`config.mk`:
```
export PLATFORM = sky130hd
export DESIGN_NAME = config_loader
export DESIGN_NICKNAME = d
export VERILOG_FILES = /design/src/rtl/config_loader.sv
export SDC_FILE = /design/constraint.sdc
export NUM_CORES = 1
export LEC_CHECK = 0
export ABC_AREA = 1
export CAP_MARGIN = 0
export CORE_MARGIN = 1
export CORE_UTILIZATION = 55
export CTS_CLUSTER_DIAMETER = 60
export DETAILED_ROUTE_END_ITERATION = 12
export PLACE_DENSITY = 0.75
export SYNTH_ARGS = -nofsm -noshare
export SYNTH_HDL_FRONTEND = slang
export SYNTH_SLANG_ARGS = --single-unit
```
`constraint.sdc`:
```
create_clock -name clock -period 3.5 [get_ports clock]
set_input_delay 0.7 -clock clock [delete_from_list [all_inputs] [get_ports clock]]
set_output_delay 0.7 -clock clock [all_outputs]
set_load 0.02 [all_outputs]
```
`src/rtl/config_loader.sv`:
```
// Serial configuration loader: clears a tile configuration shift chain, then
// streams host bitstream words into it LSB first, one bit per clock.
module config_loader #(
  parameter int CHAIN_LENGTH = 146,
  parameter int WORD_WIDTH   = 8,
  parameter int TIMEOUT      = 1024
) (
  input  logic                  clock,
  input  logic                  reset,
  input  logic                  start,
  input  logic                  abort,
  input  logic [WORD_WIDTH-1:0] word_in,
  input  logic                  word_valid,
  output logic                  word_ready,
  output logic                  config_out,
  output logic                  config_enable,
  output logic                  config_nreset,
  output logic                  busy,
  output logic                  done,
  output logic                  error
);

  localparam int NUM_WORDS = (CHAIN_LENGTH + WORD_WIDTH - 1) / WORD_WIDTH;
  localparam int BL_W      = $clog2(WORD_WIDTH + 1);
  localparam int WC_W      = $clog2(NUM_WORDS + 1);
  localparam int SC_W      = $clog2(CHAIN_LENGTH + 1);
  localparam int IC_W      = $clog2(TIMEOUT + 1);

  typedef enum logic [1:0] {
    S_IDLE,
    S_CLEAR,
    S_LOAD,
    S_FINISH
  } state_t;

  state_t                state_q,     state_d;
  logic                  clr_cnt_q,   clr_cnt_d;
  logic                  failed_q,    failed_d;
  logic [WORD_WIDTH-1:0] shreg_q,     shreg_d;
  logic [BL_W-1:0]       bits_left_q, bits_left_d;
  logic [WC_W-1:0]       words_q,     words_d;
  logic [SC_W-1:0]       shift_cnt_q, shift_cnt_d;
  logic [IC_W-1:0]       idle_cnt_q,  idle_cnt_d;
  logic                  error_q,     error_d;

  logic pending;
  logic ready_int;
  logic accept;
  logic shift_en;
  logic timeout_hit;

  // Ready on the last bit of a word lets the next word follow with no gap.
  always_comb begin
    pending     = (bits_left_q != '0);
    ready_int   = (state_q == S_LOAD) && (bits_left_q <= BL_W'(1)) &&
                  (words_q < WC_W'(NUM_WORDS)) && !abort;
    accept      = ready_int && word_valid;
    shift_en    = (state_q == S_LOAD) && pending &&
                  (shift_cnt_q < SC_W'(CHAIN_LENGTH));
    timeout_hit = (state_q == S_LOAD) && !pending && !accept &&
                  (idle_cnt_q == IC_W'(TIMEOUT - 1));
  end

  always_ff @(posedge clock) begin
    if (reset) begin
      state_q     <= S_IDLE;
      clr_cnt_q   <= 1'b0;
      failed_q    <= 1'b0;
      shreg_q     <= '0;
      bits_left_q <= '0;
      words_q     <= '0;
      shift_cnt_q <= '0;
      idle_cnt_q  <= '0;
      error_q     <= 1'b0;
    end else begin
      state_q     <= state_d;
      clr_cnt_q   <= clr_cnt_d;
      failed_q    <= failed_d;
      shreg_q     <= shreg_d;
      bits_left_q <= bits_left_d;
      words_q     <= words_d;
      shift_cnt_q <= shift_cnt_d;
      idle_cnt_q  <= idle_cnt_d;
      error_q     <= error_d;
    end
  end

  always_comb begin
    state_d     = state_q;
    clr_cnt_d   = clr_cnt_q;
    failed_d    = failed_q;
    shreg_d     = shreg_q;
    bits_left_d = bits_left_q;
    words_d     = words_q;
    shift_cnt_d = shift_cnt_q;
    idle_cnt_d  = idle_cnt_q;
    error_d     = error_q;
    case (state_q)
      S_IDLE: begin
        if (start) begin
          state_d     = S_CLEAR;
          clr_cnt_d   = 1'b0;
          failed_d    = 1'b0;
          error_d     = 1'b0;
          shreg_d     = '0;
          bits_left_d = '0;
          words_d     = '0;
          shift_cnt_d = '0;
          idle_cnt_d  = '0;
        end
      end
      S_CLEAR: begin
        if (abort) begin
          // Restart the clear so the chain is fully wiped before returning.
          error_d   = 1'b1;
          failed_d  = 1'b1;
          clr_cnt_d = 1'b0;
        end else if (clr_cnt_q) begin
          clr_cnt_d = 1'b0;
          state_d   = failed_q ? S_IDLE : S_LOAD;
        end else begin
          clr_cnt_d = 1'b1;
        end
      end
      S_LOAD: begin
        if (abort || timeout_hit) begin
          state_d     = S_CLEAR;
          clr_cnt_d   = 1'b0;
          failed_d    = 1'b1;
          error_d     = 1'b1;
          shreg_d     = '0;
          bits_left_d = '0;
          words_d     = '0;
          shift_cnt_d = '0;
          idle_cnt_d  = '0;
        end else begin
          if (pending) begin
            shreg_d     = shreg_q >> 1;
            bits_left_d = bits_left_q - BL_W'(1);
          end
          if (shift_en) begin
            shift_cnt_d = shift_cnt_q + SC_W'(1);
          end
          if (accept) begin
            shreg_d     = word_in;
            bits_left_d = BL_W'(WORD_WIDTH);
            words_d     = words_q + WC_W'(1);
            idle_cnt_d  = '0;
          end else if (!pending) begin
            idle_cnt_d = idle_cnt_q + IC_W'(1);
          end
          // Leftover bits of the final word are dropped by leaving LOAD here.
          if (shift_cnt_d == SC_W'(CHAIN_LENGTH)) begin
            state_d = S_FINISH;
          end
        end
      end
      S_FINISH: begin
        state_d = S_IDLE;
      end
      default: begin
        state_d = S_IDLE;
      end
    endcase
  end

  always_comb begin
    word_ready    = ready_int;
    config_enable = shift_en;
    config_out    = shift_en & shreg_q[0];
    config_nreset = (state_q != S_CLEAR);
    busy          = (state_q != S_IDLE);
    done          = (state_q == S_FINISH);
    error         = error_q;
  end

endmodule

```
---- Yosys cells after proc, flatten, opt, wreduce, memory -nomap -nowiden ----
Index checks and enable logic that the tools add are counted.
storage, ports and cells
  output and inout port bits .............. 7
  word-level logic and storage cells ...... 95
  register bits after elaboration ......... 40
  bits in latches ......................... 0
  ROM bits ................................ 0
  memories kept ........................... 0
  memory bits (writable) .................. 0
cells by class
  shift operators ......................... 0
  div/mod/pow operators ................... 0
  magnitude comparators ................... 3
  eq/ne operators ......................... 15
  bitwise logic cells ..................... 1
  reductions and logical operators ........ 25
  $add $sub $neg .......................... 4
  mux-type cells .......................... 39
  multipliers ............................. 0
operator list
  kind                     number
  $mux W8                  8
  $mux W11                 4
  $pmux W8 S2              2
  $pmux W11 S2             1
  $mux W4                  4
  $mux W5                  3
  $mux W2                  6
  $reduce_and A3 Y1        4
  $add A11 B1 Y11 const B  1
  $eq A11 B10 Y1 const B   1
  $pmux W5 S2              1
  $logic_and A1 B1 Y1      9
  $add A8 B1 Y8 const B    1
  $eq A8 B8 Y1 const B     1
  $lt A8 B8 Y1 const B     1
  $ne A2 B2 Y1 const B     4
  $ne A4 B3 Y1 const B     2
  $pmux W2 S4              1
  $pmux W4 S2              1
  $reduce_and A4 Y1        2
  $mux W1                  6
  $pmux W1 S3              2
  $add A5 B1 Y5 const B    1
  $lt A5 B5 Y1 const B     1
  15 further kinds         20

---- Depth between registers and ports, before layout ----
  depth after elaboration ................. 15
  mapped depth ............................ 18

---- Worst setup path after synthesis ----
OpenSTA, ideal clock, no wires.
  path kind ............................... register to output
  start ................................... register state_q[0]
  end ..................................... output config_out
  data required time ...................... 2.800 ns
  cell stages (with the launch flop) ...... 8
  setup slack ............................. 1.370 ns
  arrival time ............................ 1.430 ns
  cells stage by stage .................... dfxtp_1 -> inv_1 -> ha_1 -> inv_2 -> a21oi_2 -> nand3_1 -> buf_4 -> nor2_1
between the ends
  cells in the longest elaborated chain, start to end .. 4
RTL lines
  what                               line  RTL
  start, declared                    36    state_t state_q, state_d;
  start signal, assigned             76    state_q <= state_d;
  $eq A2 B2 Y1                       58    shift_en = (state_q == S_LOAD) && pending &&
  $logic_and A1 B1 Y1 (2 in series)  58
  $and A1 B1 Y1                      170   config_out = shift_en & shreg_q[0];
  end, declared                      15    output logic config_out,
Every way passes these cells.

---- Final worst setup path ----
  start ................................... register state_q[0]
  end ..................................... output config_enable
between the ends
  cells in the longest elaborated chain, start to end .. 3
RTL lines
  what                               line  RTL
  $eq A2 B2 Y1                       58
  $logic_and A1 B1 Y1 (2 in series)  58
  end, declared                      16    output logic config_enable,
Every way passes these cells.

==> out/metrics.yaml <==
final_layout:
  area_delta_synth_final_pct: 11.5
  nFillCells: 400
  drive_above_1_share_pct: 10.6
  layout_commonest_cell: "nand2_1"
  multi_input_area_sq_um: 1490
  final_cell_mix: "nand2_1, inv_1, dfxtp_1, nor2_1, a21oi_1"
  diodes: 0
  design_area_sq_um: 2850
  nets: 431
  regArea_sq_um: 801
logic_synthesis:
  synth_area_sq_um: 2560
  yosysSeqAreaShare_pct: 31.3
  ys_ff_latch: 40
  netlist_instances: 390
  synth_flop_cell: "dfxtp_1"
  synth_nets: 414
  ys_async_sr_fraction_pct: 0
  yosys_warnings: 0
  syn_area_per_cell_sq_um: 6.56
  synth_edf_count: 0
  synth.distinct_cells: 35
hold_path:
  min_path_type: "flop to flop"
  min_delay_path_depth: 2
job:
  drv_cap: 0
clock_tree:
  clk_pin_slew_ns: 0.07
  worstSkewPairLatency_ns: 0.29
  clock-root-buffer: "clkbuf_8"
  post-cts-setup-buffers: 0
  h-tree-depth: 2
  hold_buffers: 0
  cts_buffer_depth: 2
  cts_resized: 0
  numCtsBuffers: 5
  cts.sinks: 40
  cts_tree: "built"
placement:
  dp_hpwl_microns: 3790
  globalplace.congestion: 0.869
  portBuffers: 19
  place_area_sq_um: 2760
route:
  num_vias: 2364
  routed_via_density: 5.15
  wl_per_cell_microns: 11.4
  antenna_left: 0
  drt_iter0_drc: 137
  drc: 0
  wl_microns: 5220
  dr.pass1.iters: 6
worst_setup_path:
  reg2regPathDepth: 16
  start_kind: "flop"
  arrival_ns: 2.33
  critPathKind: "flop to output pin"
  cp.required_ns: 2.80
  path_max_fanout: 11
  critPathCaptureType: "output pin"
floorplan:
  start_util_pct: 58.0
  die-area_sq_um: 4930
  design.core.area_sq_um: 4410
  io_pins: 20
  die_y_microns: 70.2
  die_width_microns: 70.2
  row_count: 24
timing:
  final-max-slew-violation-count: 0
  min_period_ns: 3.03
  clock_skew_ns: 0.00739
  finalHoldViolations: 0
  setup_viol: 0
  period_share_pct: 86.5
  rsz0062_at_grt: "no"
  final.setup.tns_ns: 0
  worst_slew_pin_slew_ns: 0.636
  fmax_mhz: 330
  maxSlewHeadroom_pct: 57.5
global_routing:
  grt_start_max_net_pins: 18
  antenna_found_initial: 0
  grt_pass1_vias: 2080
  track_usage_pct: 22.4
  grt_remaining_overflow: 0
  grt_pass1_wl_microns: 8980
pwr:
  p_total_w: 0.00187
  peakVddDrop_mv: 0.392
  cellLeakagePower_nw: 1.18
  power_density_nw_per_um2: 655
status:
  status: "finished clean"
[through the flow]
stage	hold slack [ns]	worst slack, ns	util, %	instances
2_1_floorplan	0.438	1.37	-	390
3_5_place_dp	0.457	0.592	62.4	452
4_1_cts	0.469	0.483	64.6	459
6_report	0.471	0.472	64.6	459
5_1_grt	0.492	0.354	64.6	459
3_3_place_gp	0.447	0.589	62.4	452
[logic make-up after synthesis]
family                   Yosys count  share of synthesized area, %
AO/OA/AOI/OAI                     64                          14.3
XOR/XNOR                           4                          1.37
adder cells (fa/ha/maj)           11                          5.38
buffers and inverters             62                          10.5
flip-flops                        40                          31.3
AND/OR/NAND/NOR                  209                          37.2
[power by group]
group          internal, W  switching (W)
sequential        0.000549      0.0000806
combinational     0.000308       0.000599
clock             0.000176       0.000158
[state kept, by name (all words and copies together) (netlist names)]
register,cells
clr_cnt_q,1
idle_cnt_q,11
bits_left_q,4
words_q,5
shreg_q,8
state_q,2
shift_cnt_q,8
error,1
[routing by layer]
metal | routed length, microns | vias to the layer above | track usage [%]
met5 | 0 | - | 0
met4 | 45 | 0 | 5.11
met3 | 115 | 5 | 4.33
met2 | 2420 | 29 | 37.4
met1 | 2640 | 1048 | 29.7
li1 | - | 1282 | -
[cells in the mapped netlist (2+ instances only)]
cell | number | area share [%]
ha_1 | 11 | 5.4
clkinv_1 | 2 | 0.29
xor2_1 | 3 | 1.0
clkbuf_1 | 3 | 0.44
dfxtp_1 | 40 | 31
nand2_2 | 4 | 0.98
inv_2 | 4 | 0.59
inv_1 | 44 | 6.5
buf_6 | 3 | 1.3
nor2_2 | 5 | 1.2
nor2_1 | 38 | 5.6
nand3_1 | 27 | 5.3
a21oi_1 | 31 | 6.1
buf_4 | 2 | 0.59
buf_2 | 3 | 0.59
nand4_1 | 13 | 3.2
nor2_4 | 3 | 1.3
nand2_4 | 3 | 1.3
nand2_1 | 107 | 16
a21oi_2 | 8 | 2.7
o21ai_0 | 17 | 3.3
a21boi_0 | 2 | 0.59
or2_2 | 3 | 0.73
o21ai_1 | 2 | 0.39
nand3b_1 | 2 | 0.59
[worst max-delay path, stage by stage, from the launching register on]
cell and delay, ns:
dfxtp_1 0.34, inv_1 0.11, ha_1 0.23, inv_2 0.09, a21oi_2 0.22, nand3_1 0.11
buf_4 0.19, inv_1 0.12, clkdlybuf4s50_1 0.62
[area by class of cell]
| type | count | area share [%] |
|---|---|---|
| inverter | 50 | 6.58 |
| tap | 52 | 2.28 |
| timing repair buffer | 22 | 7.46 |
| sequential | 40 | 28.1 |
| multi-input combinational | 288 | 52.2 |
| clock buffer | 7 | 3.38 |
[path summary, 6_finish.rpt]
| path | startpoint | endpoint | slack [ns] |
|---|---|---|---|
| min | words_q[4] | words_q[4] | 0.47 |
| max reg2reg | state_q[0] | bits_left_q[1] | 1.13 |
| min reg2reg | words_q[4] | words_q[4] | 0.47 |
| max | state_q[0] | config_enable | 0.47 |
(Power assumes the default switching activity.)
